--- src/rtl/cp0_pkg.sv ---
// Shared CPU constants for the coprocessor-0 block: register numbers,
// field bit positions, exception codes and the default exception entry address.
package cp0_pkg;

   localparam logic [4:0] CP0_SR    = 5'd12;
   localparam logic [4:0] CP0_CAUSE = 5'd13;
   localparam logic [4:0] CP0_EPC   = 5'd14;
   localparam logic [4:0] CP0_PRID  = 5'd15;

   localparam int SR_IE_BIT       = 0;
   localparam int SR_EXL_BIT      = 1;
   localparam int SR_IM_LSB       = 10;
   localparam int CAUSE_EXC_LSB   = 2;
   localparam int CAUSE_IP_LSB    = 10;
   localparam int CAUSE_BD_BIT    = 31;

   localparam logic [4:0] EXC_INT  = 5'd0;
   localparam logic [4:0] EXC_ADEL = 5'd4;
   localparam logic [4:0] EXC_ADES = 5'd5;
   localparam logic [4:0] EXC_RI   = 5'd10;
   localparam logic [4:0] EXC_OV   = 5'd12;

   localparam logic [31:0] DEF_PRID_VALUE = 32'h0000_2023;
   localparam logic [31:0] DEF_HANDLER_PC = 32'h0000_4180;

   // Word-align an address by clearing its two low bits.
   function automatic logic [31:0] word_align(input logic [31:0] a);
      return {a[31:2], 2'b00};
   endfunction

endpackage

--- src/rtl/cp0_unit.sv ---
// Coprocessor 0: SR/Cause/EPC/PRId, interrupt and exception detection in M,
// and the flush-and-redirect request consumed directly by the pipeline registers.
module cp0_unit
   import cp0_pkg::*;
#(
   parameter logic [31:0] PRID_VALUE = DEF_PRID_VALUE,
   parameter logic [31:0] HANDLER_PC = DEF_HANDLER_PC
) (
   input  logic        clk,
   input  logic        reset_n,
   input  logic        en,
   input  logic [4:0]  addr,
   input  logic [31:0] wdata,
   input  logic [31:0] m_pc,
   input  logic [4:0]  m_excCode,
   input  logic        m_delaySlot,
   input  logic        m_eret,
   input  logic [5:0]  hwint,
   output logic [31:0] rdata,
   output logic [31:0] epc_out,
   output logic        req,
   output logic [31:0] handler_pc
);

   logic [5:0]  sr_im;
   logic        sr_exl;
   logic        sr_ie;
   logic        cause_bd;
   logic [5:0]  cause_ip;
   logic [4:0]  cause_exc;
   logic [31:0] epc;

   logic        int_req;
   logic        exc_req;
   logic [31:0] sr_word;
   logic [31:0] cause_word;

   assign int_req    = (|(hwint & sr_im)) & sr_ie & ~sr_exl;
   assign exc_req    = (m_excCode != 5'd0) & ~sr_exl;
   assign req        = int_req | exc_req;
   assign handler_pc = HANDLER_PC;
   assign epc_out    = epc;

   always_comb begin
      sr_word = '0;
      sr_word[SR_IM_LSB +: 6] = sr_im;
      sr_word[SR_EXL_BIT]     = sr_exl;
      sr_word[SR_IE_BIT]      = sr_ie;

      cause_word = '0;
      cause_word[CAUSE_BD_BIT]       = cause_bd;
      cause_word[CAUSE_IP_LSB +: 6]  = cause_ip;
      cause_word[CAUSE_EXC_LSB +: 5] = cause_exc;

      case (addr)
         CP0_SR:    rdata = sr_word;
         CP0_CAUSE: rdata = cause_word;
         CP0_EPC:   rdata = epc;
         CP0_PRID:  rdata = PRID_VALUE;
         default:   rdata = '0;
      endcase
   end

   // Exception entry outranks mtc0 and eret; eret is applied after mtc0 in the same cycle.
   always_ff @(posedge clk or negedge reset_n) begin
      if (!reset_n) begin
         sr_im     <= '0;
         sr_exl    <= 1'b0;
         sr_ie     <= 1'b0;
         cause_bd  <= 1'b0;
         cause_ip  <= '0;
         cause_exc <= '0;
         epc       <= '0;
      end else begin
         cause_ip <= hwint;
         if (req) begin
            sr_exl    <= 1'b1;
            cause_bd  <= m_delaySlot;
            cause_exc <= int_req ? EXC_INT : m_excCode;
            epc       <= word_align(m_delaySlot ? (m_pc - 32'd4) : m_pc);
         end else begin
            if (en && addr == CP0_SR) begin
               sr_im  <= wdata[SR_IM_LSB +: 6];
               sr_exl <= wdata[SR_EXL_BIT];
               sr_ie  <= wdata[SR_IE_BIT];
            end else if (en && addr == CP0_EPC) begin
               epc <= word_align(wdata);
            end
            if (m_eret) begin
               sr_exl <= 1'b0;
            end
         end
      end
   end

endmodule

--- config.mk ---
export PLATFORM = sky130hd
export DESIGN_NAME = cp0_unit
export DESIGN_NICKNAME = d
export VERILOG_FILES = /design/src/rtl/cp0_pkg.sv /design/src/rtl/cp0_unit.sv
export SDC_FILE = /design/constraint.sdc
export NUM_CORES = 1
export LEC_CHECK = 0
export CAP_MARGIN = 10
export CORE_UTILIZATION = 40
export DETAILED_ROUTE_END_ITERATION = 16
export MAX_ROUTING_LAYER = met4
export PLACE_DENSITY_LB_ADDON = 0.2
export SLEW_MARGIN = 5
export SYNTH_ARGS = -nofsm -noshare
export SYNTH_HDL_FRONTEND = slang
export SYNTH_SLANG_ARGS = --single-unit
--- constraint.sdc ---
create_clock -name clk -period 3.2 [get_ports clk]
set_clock_uncertainty 0.15 [all_clocks]
set_input_delay 0.64 -clock clk [delete_from_list [all_inputs] [get_ports clk]]
set_output_delay 0.64 -clock clk [all_outputs]
set_load 0.1 [all_outputs]
==> impl_results.md <==
* Outcome: finished, final reports clean
* FP Rows at 33
* Final nets at 609
* Post-Place Worst Slack at 278 ps
* Leading area contributor after synthesis: dfrtp_1
* Die W at 95.4 um
* Max transition margin at 61.4%
* Fmax at ~340 MHz
* Ys flop type: dfrtp_1
* Top-count cell post-synth: dfrtp_1
* Critical path buffers and inverters at 2
* Power Density at 811 nW/um2
* Post-synthesis area per instance at 9.16 um2
* CTS buffer count at 5
* Vias at roughly 3200
* DRC viols at 0
* Die extent in y at 95.4 um
* Final WL at approximately 9500 um
* Placed Instances at 621
* Synthesis-stage register bit count at 50
* Setup CP Type: input pin to output port
* Worst min path class: input pin to async pin
* Post-cts resize count at 0
* Leak pwr at between 0.002 and 0.0025 uW
* I/O pin cnt at 182
* Crit end category: output port
* Ant diodes at 0
* Netlist cell types at 47
* H-tree lvl count at 2
* Area delta synth->final at 53.5%
* Die ar. at 9100 um2
* First-pass DRT Iterations at 4
* Comb pwr share at around two thirds
* Flop pwr share at 25.6%
* Vias per std cell at 5.07
* Synth top cells by count: dfrtp_1, buf_4, a21oi_1
* Register area share after synthesis at 35.9%
* Largest net degree at the start of global routing at 70
* Clock share of power at 8.9%
* Clk slew on worst S/H paths at about 100 ps
* Root Driver: clkbuf_8
* Hold_buf cts at 0
* Peak VDD IR at 0.000651 V
* CP Depth at 5
* Synth Instances at 381
* Vias in the first global route at 3066
* TritonCTS clock tree: built
* Tmin final at approximately 3000 ps
* Slowest-stage cell, CP: clkdlybuf4s50_1
* NetSw at 2630 uW
* Critical Path AT at 2150 ps
* Post-route cell area at 5360 um2
* Final worst-path cycle share at 91.9%
* Sw Share at 60.5%
* Worst r2r path cells at 5
* Worst setup margin at 260 ps
* Design Power at 4340 uW
* Antenna-violating nets left at 0
* Dpl cell area at 5260 um2
* Final Hold Fails at 0
* Post-synth EDFFs at 0
* Startpoint Class: input pin
* IO Port Bufs at 145
* Post-DP HPWL at 7340 um
* Max-cap violations at 0
* Total gr overflow at 0
* Synth area leaders: dfrtp_1, buf_4, xnor2_1, a211oi_1, a21oi_1
* Count of non-filler cells in the finished layout at 629
* Max clock buf depth at 2
* Top-area cell type share of the netlist area at 35.9%
* Initial drt markers at 87
* Int Power at 1710 uW
* Largest delay contributor family on the critical path: compound AO/OA/AOI/OAI gates
* Critical path fanouts, max at 5
* Ys Warns at 0
* Initial antenna violation count at 0
* RSZ-0062 raised after global routing: no
* Initial core utilization at 41.8%
* Share of cells above drive strength 1 at around 22%
* Setup bufs post-CTS at 0
* # setup viols final at 0
* Critical-path cell list: clkdlybuf4s50_1 -> a22o_1 -> o31ai_4 -> a31oi_4 -> buf_12
* Wire per inst at between 15 and 20 um
* Clk sink count at 50
* All-Layer GR Usage at 22.5%
* Clk Latency, worst-skew pair at 310 ps
* Post-Synthesis Cell Area at about 3500 um2
* Worst Path Required at 2410 ps
* Worst Tran Pin Value at 579 ps
* GP Congestion at 0.884
* Global-route wire length before repair at 15300 um
* CP peak stage delay at about 430 ps
* Pins over their slew limit at 0
* Async SR Flop Fraction at 100%
* Core area at about 8300 um2
==> registers in the layout, indices dropped and copies added (netlist names) <==
signal     count
sr_exl         1
sr_ie          1
cause_ip       6
cause_exc      5
cause_bd       1
epc_out       30
sr_im          6
==> final cells by class <==
cell class                 instances  area, um2
clock buffer                       5       68.8
clock inverter                     3       25.0
timing repair buffer             159       1830
fill                             701       2990
multi-input combinational        299       2020
tap                              105        131
inverter                           8       30.0
sequential                        50       1250
==> worst paths after layout <==
| kind | startpoint | to | slack, ps |
|---|---|---|---|
| min reg2reg | sr_im[4] | sr_im[4] | 380 |
| max reg2reg | sr_im[1] | sr_ie | 1050 |
| min | reset_n | cause_ip[4] | 160 |
| max | hwint[3] | req | 260 |
| max in group asynchronous | reset_n | cause_exc[2] | 1960 |
| min in group clk | sr_im[4] | sr_im[4] | 380 |
==> worst register-to-register path: stages (launching register included) <==
cell and delay (ps):
dfrtp_1 420, a22o_1 260, o31ai_4 320, a31oi_4 230, nor2_4 310, mux2_1 360
==> power by group through the flow <==
stage | sequential (uW) | combinational (uW) | clock, uW
global route | 1150 | 2970 | 428
floorplan | 2420 | 851 | 0
finish | 1110 | 2840 | 388
detailed placement | 1120 | 2850 | 0
CTS | 1110 | 2850 | 399
global placement | 1110 | 2830 | 0
==> cell families after synthesis <==
logic type	synth area share, %
mux	6.60
fa+ha+maj	0.359
flops	35.9
other cells	0.215
buf+inv	10.8
simple gates	24.3
xor+xnor	6.78
compound gates	15.1
==> cells in the final DEF, fill, tap and decap left out, drive strengths merged, types with 2 or more instances in the layout <==
| cell type | instances |
|---|---|
| nand2b | 4 |
| conb | 34 |
| xnor2 | 24 |
| clkdlybuf4s50 | 81 |
| and3 | 22 |
| a21oi | 29 |
| or3 | 2 |
| dfrtp | 50 |
| nor2 | 30 |
| nand2 | 19 |
| a31oi | 2 |
| clkbuf | 5 |
| xor2 | 3 |
| mux2i | 14 |
| mux2 | 8 |
| nor4b | 2 |
| nor4 | 12 |
| nor3 | 8 |
| a22oi | 5 |
| buf | 78 |
| and2 | 18 |
| nand3b | 3 |
| nand3 | 7 |
| a211oi | 23 |
| inv | 9 |
| o21ai | 16 |
| a22o | 3 |
| nor2b | 3 |
==> metrics by stage <==
stage          hold slack, ps  utilization, %  TNS [ps]
2_1_floorplan             194               -      -306
3_3_place_gp              343            63.1         0
3_5_place_dp              356            63.1         0
4_1_cts                   170            64.2         0
5_1_grt                   184            64.2         0
6_report                  159            64.2         0
==> routing by layer <==
layer | GRT usage [%] | up-vias | routed length, um
met4 | 5.47 | 0 | 129
met3 | 2.79 | 10 | 456
li1 | - | 1564 | -
met5 | - | - | 0
met1 | 29.5 | 1510 | 4230
met2 | 36.9 | 106 | 4730
(Power assumes the default switching activity.)
